`config.mk`:
```
export PLATFORM = sky130hd
export DESIGN_NAME = out_port_fifo
export DESIGN_NICKNAME = d
export VERILOG_FILES = /design/src/rtl/out_port_fifo.sv
export SDC_FILE = /design/constraint.sdc
export NUM_CORES = 1
export LEC_CHECK = 0
export BUFFER_PORTS_ARGS = -buffer_cell sky130_fd_sc_hd__buf_2
export CORE_MARGIN = 5
export CORE_UTILIZATION = 30
export DETAILED_ROUTE_END_ITERATION = 7
export PLACE_DENSITY = 0.51
export RECOVER_POWER = 50
export SLEW_MARGIN = 20
export SYNTH_ARGS = -nofsm -noshare
export SYNTH_HDL_FRONTEND = slang
export SYNTH_SLANG_ARGS = --single-unit
```
`constraint.sdc`:
```
create_clock -name clk -period 4.07 [get_ports clk]
set_clock_uncertainty 0.2 [all_clocks]
set_input_delay 1.221 -clock clk [delete_from_list [all_inputs] [get_ports clk]]
set_output_delay 1.221 -clock clk [all_outputs]
set_load 0.01 [all_outputs]
```
`src/rtl/out_port_fifo.sv`:
```
// Output-port FIFO between the ALU datapath and the peripherals: OUT writes are
// queued as {port, data}, drained by valid/ready, and dropped (with a sticky flag) when full.
module out_port_fifo #(
  parameter int DW    = 8,
  parameter int PAW   = 2,
  parameter int DEPTH = 4,
  parameter int CW    = 3
) (
  input  logic           clk,
  input  logic           reset,
  input  logic           wr_en,
  input  logic [PAW-1:0] wr_port,
  input  logic [DW-1:0]  wr_data,
  output logic           full,
  output logic           out_valid,
  input  logic           out_ready,
  output logic [PAW-1:0] out_port,
  output logic [DW-1:0]  out_data,
  output logic [CW-1:0]  count,
  output logic           ovf_err
);

  localparam int AW = $clog2(DEPTH);
  localparam logic [CW-1:0] FULL_CNT = CW'(DEPTH);

  logic [PAW+DW-1:0] mem_q [DEPTH];
  logic [AW-1:0]     wr_ptr_q, wr_ptr_d;
  logic [AW-1:0]     rd_ptr_q, rd_ptr_d;
  logic [CW-1:0]     count_q, count_d;
  logic              ovf_q, ovf_d;
  logic              push, pop;

  // Status decoded from registered occupancy only, so the CPU side sees no comb path.
  assign full      = (count_q == FULL_CNT);
  assign out_valid = (count_q != '0);
  assign push      = wr_en & ~full;
  assign pop       = out_valid & out_ready;

  always_comb begin
    wr_ptr_d = wr_ptr_q;
    rd_ptr_d = rd_ptr_q;
    count_d  = count_q;
    ovf_d    = ovf_q;
    // Pointers are AW bits wide, so +1 wraps modulo DEPTH (power of two).
    if (push) wr_ptr_d = wr_ptr_q + 1'b1;
    if (pop)  rd_ptr_d = rd_ptr_q + 1'b1;
    case ({push, pop})
      2'b10:   count_d = count_q + 1'b1;
      2'b01:   count_d = count_q - 1'b1;
      default: count_d = count_q;
    endcase
    if (wr_en && full) ovf_d = 1'b1;
  end

  always_ff @(posedge clk) begin
    if (reset) begin
      wr_ptr_q <= '0;
      rd_ptr_q <= '0;
      count_q  <= '0;
      ovf_q    <= 1'b0;
    end else begin
      wr_ptr_q <= wr_ptr_d;
      rd_ptr_q <= rd_ptr_d;
      count_q  <= count_d;
      ovf_q    <= ovf_d;
    end
  end

  // Storage is deliberately not cleared on reset; the pointers alone define contents.
  always_ff @(posedge clk) begin
    if (push && !reset) mem_q[wr_ptr_q] <= {wr_port, wr_data};
  end

  assign {out_port, out_data} = mem_q[rd_ptr_q];
  assign count                = count_q;
  assign ovf_err              = ovf_q;

endmodule
```
==> run_results.csv <==
group,metric,value,unit
clock_network,cts_setup_buffers,0,
place,dpl-instance-area,2220,um^2
detailed_routing,drtIter0Drc,33,
floorplan,num_rows,29,
layout,syn_to_final_growth,15.9,%
layout,final_nets,163,
worst_setup_path,crit_chain,"mux4_2 -> buf_2",
grt,grt_pass1_vias,1123,
floorplan,die-height,91.1,um
timing,period_share,79.4,%
worst_setup_path,required,2650,ps
pwr,p_comb_share,24.3,%
clock_network,cts_buffers,5,
worst_setup_path,worstPathArrival,1810,ps
grt,grt_busiest_layer,"met2",
worst_setup_path,rr_worst_depth,8,
synth,yosys_register_bits,50,
clock_network,cts_hold_buf,0,
detailed_routing,drc,0,
synth,synth_edf_count,40,
synth,async_flop_share,0,%
synth,netlist_area,1970,um^2
pwr,peakVddDrop,0.236,mV
synth,syn_nets,127,
timing,finalSetupTns,0,ps
timing,fin_crit,3230,ps
floorplan,core_area,6390,um^2
synth,yosysUniqueCellTypes,23,
worst_setup_path,slowest_stage,"dfxtp_1",
pwr,seq_power_share,54.0,%
grt,grtUsageMet2,14.6,%
worst_setup_path,critPathMaxStageDelay,780,ps
timing,max_freq,0.309,GHz
grt,gr-usage-met3,3.80,%
synth,synth_cells,107,
place,portBuffers,29,
detailed_routing,via_per_inst,4.57,
detailed_routing,wire_per_inst,15.4,um
layout,antenna_cells,0,
clock_network,htree_num_levels,2,
detailed_routing,dr.pass1.iters,4,
timing,finalSetupViolCount,0,
floorplan,dieArea,8290,um^2
worst_setup_path,end_kind,"primary output",
synth,yosysWarnings,0,
detailed_routing,wl,3.38,mm
grt,grt_usage,8.61,%
timing,maxSlewHeadroom,52.7,%
clock_network,clk_latency,290,ps
grt,grt_antenna_before_repair,1,
place,hpwl,2.31,mm
timing,drv_slew,0,
pwr,p_leak,0.763,nW
synth,syn_area_per_cell,18.4,um^2
floorplan,start_util,30.9,%
worst_setup_path,crit_type,"register to primary output",
clock_network,clock_sinks,50,
grt,grt_pass1_wl,5.53,mm
worst_setup_path,worstPathMaxFanout,10,
detailed_routing,vias,1006,
grt,overflow,0,
layout,drive_gt1_share,28.7,%
clock_network,cts_resized,0,
grt,grt_max_degree,16,
pwr,pwr_density_cell,539,nW/um^2
clock_network,root_buffer,"clkbuf_8",
layout,final_area,2280,um^2
timing,worst_pin_slew,708,ps
clock_network,clock_path_buffers,2,
worst_hold_path,min_path_type,"register to register",
clock_network,clkTransAtPathRegs,80,ps
timing,hold_violations,0,
job,maxCapViolations,0,
run_status,outcome,"finished, final reports clean",
worst_setup_path,reg2reg_slack,1560,ps
synth,seq_area_frac_synth,71.1,%
pwr,p_sw,0.350,mW
place,gp_congestion,0.857,
pwr,sw_frac_of_total,28.4,%
detailed_routing,ant_nets,0,
worst_setup_path,start_kind,"register",
grt,met1_usage,9.80,%
synth,ys.flop_type,"edfxtp_1",
floorplan,ios,30,
pwr,power.internal,0.881,mW
worst_hold_path,whs_path_depth,2,
timing,rsz0062_at_grt,"no",
floorplan,die-width,91.1,um
clock_network,tritoncts,"yes",
pwr,power_frac_clock,21.7,%
[stage by stage]
step | setup WS [ps] | hold WS [ps] | power, mW | utilization [%] | instances
2_1_floorplan | 1240 | 284 | 0.877 | - | 107
3_3_place_gp | 1080 | 247 | 0.974 | 34.7 | 213
3_5_place_dp | 1000 | 260 | 0.984 | 34.7 | 213
4_1_cts | 756 | 285 | 1.26 | 36.1 | 220
5_1_grt | 682 | 317 | 1.31 | 35.8 | 220
6_report | 838 | 278 | 1.23 | 35.8 | 220
[area by class of cell]
class                   count  area (um^2)
clock inverters             2         15.0
clock buffers               5         68.8
well taps                  77         96.3
repair buffers             33          156
inverters                   6         22.5
flip-flops and latches     50         1400
multi-input cells          47          523
fillers                   622         4100
[cells in the mapped netlist, types with 2 or more instances]
cell type / count / share of area, %
a21oi_1: 4 / 1.0
clkbuf_1: 2 / 0.38
dfxtp_1: 10 / 10
edfxtp_1: 40 / 61
ha_1: 5 / 3.2
inv_1: 6 / 1.1
mux4_2: 10 / 11
nand2b_1: 2 / 0.63
nor2_1: 7 / 1.3
nor3b_1: 4 / 1.5
o21ai_0: 2 / 0.51
or3_1: 2 / 0.63
xor2_1: 3 / 1.3
[power by group through the flow]
stage               Sequential [mW]  Combinational [mW]  Clock, mW
floorplan                     0.640               0.237          0
CTS                           0.669               0.307      0.282
finish                        0.665               0.299      0.268
detailed placement            0.680               0.305          0
global route                  0.676               0.330      0.303
global placement              0.675               0.299          0
[state kept, by name (all words and copies together) (netlist names), named ones only]
name and cells:
wr_ptr_q 2, ovf_err 1, count 3, rd_ptr_q 2, mem_q 40
[cells by family (layout without fill, tap and decap cells)]
family | after synthesis | count (layout) | share of synthesized area [%]
DFF | 50 | 50 | 71.1
and+or+nand+nor | 18 | 18 | 6.16
muxes | 11 | 11 | 11.9
buffers and inverters | 10 | 46 | 2.35
AOI/OAI and AO/OA | 8 | 8 | 2.48
adders and majority gates | 6 | 6 | 4.19
xor gates and xnor gates | 4 | 4 | 1.78
[metal layers]
layer  share of wire [%]  vias up
met1                  42      490
met3                 7.2        6
met4                0.56        2
li1                    -      477
met2                  49       31
met5                0.38        -
[worst paths after layout]
kind,to,start
hold reg to reg,ovf_err$_SDFFE_PP0P_,ovf_err$_SDFFE_PP0P_
setup reg to reg,count[2]$_SDFFE_PP0P_,count[2]$_SDFFE_PP0P_
hold / removal,ovf_err$_SDFFE_PP0P_,ovf_err$_SDFFE_PP0P_
setup / recovery,out_data[7],register
[critical path: cells and delay by family, from the launching register on]
family | cells | cell delay, ps
flops | 1 | 780
mux | 1 | 580
buf+inv | 1 | 150
[layout by cell type, fill, tap and decap left out, types with 3 or more instances in the layout]
master and instances:
dfxtp_1 10, a21oi_1 4, clkbuf_8 5, ha_1 5
xor2_1 3, clkbuf_1 13, buf_2 17, inv_1 6
mux4_2 10, nor3b_1 4, nor2_1 7, buf_4 3
edfxtp_1 40
Power figures use the tool's default switching activity.
